`src/rtl/word16_to_byte_serializer_pkg.sv`:
```
// Shared widths, phase encoding and sizing helper for the word-to-byte serializer.
package word_byte_pkg;

  localparam int WORD_W = 16;
  localparam int BYTE_W = 8;

  typedef enum logic {
    PH_FIRST  = 1'b0,
    PH_SECOND = 1'b1
  } phase_e;

  // Bits needed to count 0..depth inclusive.
  function automatic int level_w(input int depth);
    return $clog2(depth + 1);
  endfunction

endpackage

```
`src/rtl/word16_to_byte_serializer_fifo.sv`:
```
// Synchronous word FIFO with occupancy count; power-of-two depth so pointers wrap naturally.
module sync_word_fifo
  import word_byte_pkg::*;
#(
  parameter int WIDTH = WORD_W,
  parameter int DEPTH = 2
) (
  input  logic                        clk,
  input  logic                        rst_n,
  input  logic                        push,
  input  logic [WIDTH-1:0]            push_data,
  input  logic                        pop,
  output logic [WIDTH-1:0]            pop_data,
  output logic                        full,
  output logic                        empty,
  output logic [level_w(DEPTH)-1:0]   level
);

  localparam int PTR_W = $clog2(DEPTH);
  localparam int LVL_W = level_w(DEPTH);

  logic [WIDTH-1:0] mem [DEPTH];
  logic [PTR_W-1:0] wr_ptr;
  logic [PTR_W-1:0] rd_ptr;
  logic [LVL_W-1:0] count;
  logic             do_push;
  logic             do_pop;

  assign full     = (count == LVL_W'(DEPTH));
  assign empty    = (count == '0);
  assign level    = count;
  assign do_push  = push && !full;
  assign do_pop   = pop && !empty;
  assign pop_data = mem[rd_ptr];

  // NOTE: storage is not reset; the count guards every read, so clearing it buys nothing.
  always_ff @(posedge clk) begin
    if (do_push) mem[wr_ptr] <= push_data;
  end

  // NOTE: sequential state uses non-blocking assignments so every register samples pre-edge values.
  always_ff @(posedge clk or negedge rst_n) begin
    if (!rst_n) begin
      wr_ptr <= '0;
      rd_ptr <= '0;
      count  <= '0;
    end else begin
      if (do_push) wr_ptr <= wr_ptr + PTR_W'(1);
      if (do_pop)  rd_ptr <= rd_ptr + PTR_W'(1);
      case ({do_push, do_pop})
        2'b10:   count <= count + LVL_W'(1);
        2'b01:   count <= count - LVL_W'(1);
        default: count <= count;
      endcase
    end
  end

endmodule

```
`src/rtl/word16_to_byte_serializer.sv`:
```
// Splits each 16-bit word into two bytes on a valid/ready stream, buffered by a small word FIFO.
module word16_to_byte_serializer
  import word_byte_pkg::*;
#(
  parameter bit LSB_FIRST  = 1'b1,
  parameter int FIFO_DEPTH = 2
) (
  input  logic                              clk,
  input  logic                              rst_n,
  input  logic [WORD_W-1:0]                 in_data,
  input  logic                              in_valid,
  output logic                              in_ready,
  output logic [BYTE_W-1:0]                 out_data,
  output logic                              out_valid,
  input  logic                              out_ready,
  output logic                              out_last,
  output logic [level_w(FIFO_DEPTH)-1:0]    fifo_level
);

  logic [WORD_W-1:0] fifo_head;
  logic              fifo_full;
  logic              fifo_empty;
  logic              load;

  logic [WORD_W-1:0] word_q,  word_d;
  logic              valid_q, valid_d;
  phase_e            phase_q, phase_d;

  // Full status comes from registered state only, so in_ready never depends on out_ready.
  assign in_ready = rst_n && !fifo_full;

  // A new word is taken when the register is idle or its second byte is leaving now.
  assign load = !fifo_empty &&
                (!valid_q || (out_ready && phase_q == PH_SECOND));

  sync_word_fifo #(
    .WIDTH (WORD_W),
    .DEPTH (FIFO_DEPTH)
  ) u_fifo (
    .clk       (clk),
    .rst_n     (rst_n),
    .push      (in_valid && in_ready),
    .push_data (in_data),
    .pop       (load),
    .pop_data  (fifo_head),
    .full      (fifo_full),
    .empty     (fifo_empty),
    .level     (fifo_level)
  );

  always_ff @(posedge clk or negedge rst_n) begin
    if (!rst_n) begin
      word_q  <= '0;
      valid_q <= 1'b0;
      phase_q <= PH_FIRST;
    end else begin
      word_q  <= word_d;
      valid_q <= valid_d;
      phase_q <= phase_d;
    end
  end

  // NOTE: every combinational output gets a default first so no path leaves it unassigned (no latch).
  always_comb begin
    word_d  = word_q;
    valid_d = valid_q;
    phase_d = phase_q;
    if (load) begin
      word_d  = fifo_head;
      valid_d = 1'b1;
      phase_d = PH_FIRST;
    end else if (valid_q && out_ready) begin
      if (phase_q == PH_FIRST) begin
        phase_d = PH_SECOND;
      end else begin
        // Phase is left at PH_SECOND so the idle out_data keeps showing the last byte sent.
        valid_d = 1'b0;
      end
    end
  end

  always_comb begin
    out_valid = valid_q;
    out_last  = valid_q && (phase_q == PH_SECOND);
    if ((phase_q == PH_SECOND) == LSB_FIRST) begin
      out_data = word_q[WORD_W-1:BYTE_W];
    end else begin
      out_data = word_q[BYTE_W-1:0];
    end
  end

endmodule

```
`config.mk`:
```
export PLATFORM = sky130hd
export DESIGN_NAME = word16_to_byte_serializer
export DESIGN_NICKNAME = d
export VERILOG_FILES = /design/src/rtl/word16_to_byte_serializer_pkg.sv /design/src/rtl/word16_to_byte_serializer_fifo.sv /design/src/rtl/word16_to_byte_serializer.sv
export SDC_FILE = /design/constraint.sdc
export NUM_CORES = 1
export LEC_CHECK = 0
export CAP_MARGIN = 20
export CORE_MARGIN = 4
export CORE_UTILIZATION = 53
export DETAILED_ROUTE_END_ITERATION = 6
export PLACE_DENSITY_LB_ADDON = 0.15
export SYNTH_ARGS = -nofsm -noshare
export SYNTH_HDL_FRONTEND = slang
export SYNTH_SLANG_ARGS = --single-unit
```
`constraint.sdc`:
```
create_clock -name clk -period 2.2 [get_ports clk]
set_input_delay 0.44 -clock clk [delete_from_list [all_inputs] [get_ports clk]]
set_output_delay 0.44 -clock clk [all_outputs]
set_load 0.05 [all_outputs]
```
==> report_table.html <==
<table>
<tr><th>Metric</th><th>Value</th></tr>
<tr><th colspan="2">Status</th></tr>
<tr><td>Status</td><td>finished clean</td></tr>
<tr><th colspan="2">Yosys</th></tr>
<tr><td>Post-synthesis sequential element count</td><td>54</td></tr>
<tr><td>Synthesized area per cell</td><td>19.2 µm²</td></tr>
<tr><td>Sequential fraction of the synthesis area</td><td>67.3%</td></tr>
<tr><td>Share of Yosys cell area claimed by the top area cell type</td><td>42.8%</td></tr>
<tr><td>Netlist area before placement</td><td>2240 µm²</td></tr>
<tr><td>Number of cells produced by synthesis</td><td>117</td></tr>
<tr><td>Cell types with the largest area share after synthesis</td><td>edfxtp_1 (43%), dfrtp_1 (25%), mux2_4 (12%)</td></tr>
<tr><td>Count of synthesis-stage warnings from yosys</td><td>0</td></tr>
<tr><td>Library cell with the largest summed area after synthesis</td><td>edfxtp_1</td></tr>
<tr><td>Post-synthesis net count</td><td>138</td></tr>
<tr><td>Synth unique cells</td><td>21</td></tr>
<tr><th colspan="2">Cells and area</th></tr>
<tr><td>Number of diodes added for antenna fixing</td><td>0</td></tr>
<tr><td>Multi-input combinational cell area</td><td>673 µm²</td></tr>
<tr><td>Area delta synth-&gt;final</td><td>22.9%</td></tr>
<tr><td>Layout cells sized above 1</td><td>43.8%</td></tr>
<tr><td>Total Nets Final</td><td>180</td></tr>
<tr><td>Post-route insts no fill</td><td>210</td></tr>
<tr><td>Final Core Density</td><td>68.0%</td></tr>
<tr><td>Post-route cell area</td><td>2760 µm²</td></tr>
<tr><td>Area occupied by registers</td><td>1510 µm²</td></tr>
<tr><td>Fill count</td><td>276</td></tr>
<tr><th colspan="2">Worst setup path</th></tr>
<tr><td>Count of buffer and inverter cells on the critical path</td><td>1</td></tr>
<tr><td>CP Data Arrival Time</td><td>1630 ps</td></tr>
<tr><td>Worst EP required</td><td>1760 ps</td></tr>
<tr><td>Largest driver fanout on the critical path</td><td>6</td></tr>
<tr><td>Slowest stage delay, CP</td><td>850 ps</td></tr>
<tr><td>Critical path cell sequence</td><td>clkdlybuf4s50_1</td></tr>
<tr><td>Worst setup path category</td><td>register to primary output</td></tr>
<tr><td>Cell with the largest stage delay on the worst path</td><td>clkdlybuf4s50_1</td></tr>
<tr><td>Kind of start point of the critical path</td><td>register</td></tr>
<tr><td>Largest delay contributor family on the critical path</td><td>buffers and inverters</td></tr>
<tr><td>CP Capture Type</td><td>primary output</td></tr>
<tr><th colspan="2">Power</th></tr>
<tr><td>LEAKAGE</td><td>1.09 nW</td></tr>
<tr><td>Switching portion of total power</td><td>36.5%</td></tr>
<tr><td>Register share of total power</td><td>37.3%</td></tr>
<tr><td>Power share of the clock group</td><td>14.4%</td></tr>
<tr><td>Net Switching</td><td>1.55 mW</td></tr>
<tr><td>Combinational Power Share</td><td>48.3%</td></tr>
<tr><td>Cell internal pwr</td><td>2.69 mW</td></tr>
<tr><td>Power density over cell area</td><td>1540 nW/µm²</td></tr>
<tr><td>Worst-case vdd ir drop</td><td>617 µV</td></tr>
<tr><th colspan="2">Placed design</th></tr>
<tr><td>Placement Cell Area</td><td>2650 µm²</td></tr>
<tr><td>Detailed-placement wirelength estimate</td><td>2.48 mm</td></tr>
<tr><td>Post-place setup slack</td><td>242 ps</td></tr>
<tr><td>Gp weighted congestion</td><td>0.736</td></tr>
<tr><td>Cell Count Post-Placement</td><td>202</td></tr>
<tr><td>IO Port Bufs</td><td>32</td></tr>
<tr><th colspan="2">Min path</th></tr>
<tr><td>Tightest Hold Check Type</td><td>register to register</td></tr>
<tr><th colspan="2">Die</th></tr>
<tr><td>Top-level port count</td><td>33</td></tr>
<tr><td>Area enclosed by the die boundary</td><td>5340 µm²</td></tr>
<tr><td>Core outline area</td><td>4060 µm²</td></tr>
<tr><td>Vert. Die Dim</td><td>73.1 µm</td></tr>
<tr><td>Effective utilization at floorplan</td><td>55.3%</td></tr>
<tr><td>Number of standard-cell rows in the floorplan</td><td>23</td></tr>
<tr><td>Die W</td><td>73.1 µm</td></tr>
<tr><th colspan="2">Timing</th></tr>
<tr><td>Tightest Pin Transition</td><td>527 ps</td></tr>
<tr><td>Worst slew margin</td><td>64.9%</td></tr>
<tr><td>Setup skew after layout</td><td>5.41 ps</td></tr>
<tr><td>Unrepaired setup endpoints after global routing</td><td>false</td></tr>
<tr><td>Final worst-path setup slack</td><td>126 ps</td></tr>
<tr><td>Final setup viols</td><td>0</td></tr>
<tr><td>Final Hold Violating Endpoints</td><td>0</td></tr>
<tr><td>Pins over their slew limit</td><td>0</td></tr>
<tr><td>Period Utilization, post-route</td><td>94.3%</td></tr>
<tr><td>Summed negative setup slack over all endpoints</td><td>0 ps</td></tr>
<tr><td>Maximum clock rate</td><td>482 MHz</td></tr>
<tr><td>Min Clock Period, post-route</td><td>2070 ps</td></tr>
<tr><th colspan="2">Drt</th></tr>
<tr><td>Routed wirelength normalized by instance count</td><td>16.5 µm</td></tr>
<tr><td>Iteration-0 DRC Markers</td><td>41</td></tr>
<tr><td>Count of TritonRoute iterations in the first routing pass</td><td>3</td></tr>
<tr><td>Total detailed-routing wirelength</td><td>3.47 mm</td></tr>
<tr><td>DRC</td><td>0</td></tr>
<tr><td>Remaining antenna violation count</td><td>0</td></tr>
<tr><td>Via count of the routed design</td><td>1087</td></tr>
<tr><td>Via/cell ratio</td><td>5.18</td></tr>
<tr><th colspan="2">CTS</th></tr>
<tr><td>Clk Latency, worst-skew pair</td><td>300 ps</td></tr>
<tr><td>Number of hold-repair buffers added at the cts stage</td><td>0</td></tr>
<tr><td>Number of sinks handled by clock tree synthesis</td><td>54</td></tr>
<tr><td>TritonCTS clock tree</td><td>built</td></tr>
<tr><td>Root buf cell</td><td>clkbuf_8</td></tr>
<tr><td>Number of buffers added for setup after CTS</td><td>0</td></tr>
<tr><td>Clock slew at the register clock pins of the worst setup and hold paths</td><td>90 ps</td></tr>
<tr><td>Longest Clk Path Bufs</td><td>2</td></tr>
<tr><td>TritonCTS Buffers</td><td>5</td></tr>
<tr><td>Gates resized, CTS repair</td><td>0</td></tr>
<tr><td>Maximum level of the CTS H-tree</td><td>2</td></tr>
<tr><th colspan="2">Global routing</th></tr>
<tr><td>Final global-route overflow total</td><td>0</td></tr>
<tr><td>Total global-route track usage</td><td>14.9%</td></tr>
<tr><td>First-pass GRT wire length</td><td>5.75 mm</td></tr>
<tr><td>Pin count of the biggest net entering global routing</td><td>17</td></tr>
<tr><td>Initial antenna violation count</td><td>0</td></tr>
<tr><td>Via count of the first global-routing pass</td><td>1184</td></tr>
<tr><th colspan="2">Job</th></tr>
<tr><td># Max-Cap Violations</td><td>0</td></tr>
</table>
==> registers in the layout (all words and copies together), names as in the netlist <==
name / count
u_fifo.mem: 32
word_q: 16
u_fifo.level: 2
out_valid: 1
phase_q: 1
u_fifo.rd_ptr: 1
u_fifo.wr_ptr: 1
==> cell families (layout without fill, tap and decap cells) <==
group / Yosys count / count (layout) / synth area share (%)
AO/OA/AOI/OAI: 4 / 4 / 1.73
buffers and inverters: 5 / 48 / 2.68
AND/OR/NAND/NOR: 8 / 8 / 2.68
adder cells (fa/ha/maj): 1 / 1 / 0.557
XOR/XNOR: 5 / 5 / 1.95
flip-flops: 54 / 54 / 67.3
multiplexers: 40 / 40 / 23.1
==> per-layer routing <==
metal | share of wire [%] | track usage (%)
met1 | 42 | 17.7
met2 | 51 | 24.2
met3 | 5.6 | 5.37
met4 | 1.7 | 6.56
met5 | 0 | 0
==> power groups by stage <==
stage / Combinational, mW / Clock (mW) / Sequential (mW)
finish: 2.05 / 0.609 / 1.58
global route: 2.16 / 0.672 / 1.62
CTS: 2.07 / 0.636 / 1.59
detailed placement: 2.07 / 0 / 1.60
global placement: 2.03 / 0 / 1.58
floorplan: 1.57 / 0 / 1.59
==> synth_stat cells <==
| master | number |
|---|---|
| and3_1 | 1 |
| ha_1 | 1 |
| buf_12 | 2 |
| a21oi_1 | 1 |
| o21a_1 | 1 |
| buf_6 | 1 |
| o211ai_1 | 1 |
| buf_2 | 1 |
| or2b_2 | 1 |
| mux2_4 | 18 |
| xnor2_1 | 4 |
| inv_1 | 1 |
| edfxtp_1 | 32 |
| a21boi_4 | 1 |
| nor2_1 | 3 |
| nor2_8 | 1 |
| xor2_1 | 1 |
| nor2_2 | 1 |
| and2_2 | 1 |
| dfrtp_1 | 22 |
| mux2_2 | 22 |
==> cells in the final DEF (no fill, tap or decap) <==
master,count
buf_4,13
clkbuf_8,8
a21oi_1,1
nor2_8,1
xor2_1,1
edfxtp_1,32
inv_1,1
a21boi_4,1
xnor2_1,4
mux2_2,22
and3_1,1
clkdlybuf4s50_1,22
or2b_2,1
o211ai_1,1
nor2_1,3
ha_1,1
dfrtp_1,22
mux2_4,18
buf_12,4
and2_2,1
nor2_2,1
o21a_1,1
==> area by class of cell <==
type | count | share of cell area (%)
repair buffers | 39 | 14.4
flip-flops and latches | 54 | 54.8
well taps | 50 | 2.27
inverters | 1 | 0.136
multi-input cells | 58 | 24.4
clock buffers | 8 | 3.99
==> worst paths after layout <==
path / start / end / slack, ps / depth (start not counted)
hold / removal: word_q[14] / word_q[14] / 510 / 1
hold reg to reg: word_q[14] / word_q[14] / 510 / 1
min in group asynchronous: rst_n / u_fifo.level[1] / 520 / 2
max in group asynchronous: rst_n / word_q[0] / 1430 / 2
setup / recovery: u_fifo.level[0] / fifo_level[0] / 130 / 1
setup reg to reg: phase_q / u_fifo.level[1] / 540 / 5
==> per-stage QoR <==
| stage | hold WS, ps | power, mW |
|---|---|---|
| finish | 509 | 4.24 |
| global route | 515 | 4.45 |
| CTS | 511 | 4.30 |
| detailed placement | 492 | 3.68 |
| global placement | 484 | 3.61 |
| floorplan | 144 | 3.16 |
Power figures use the tool's default switching activity.
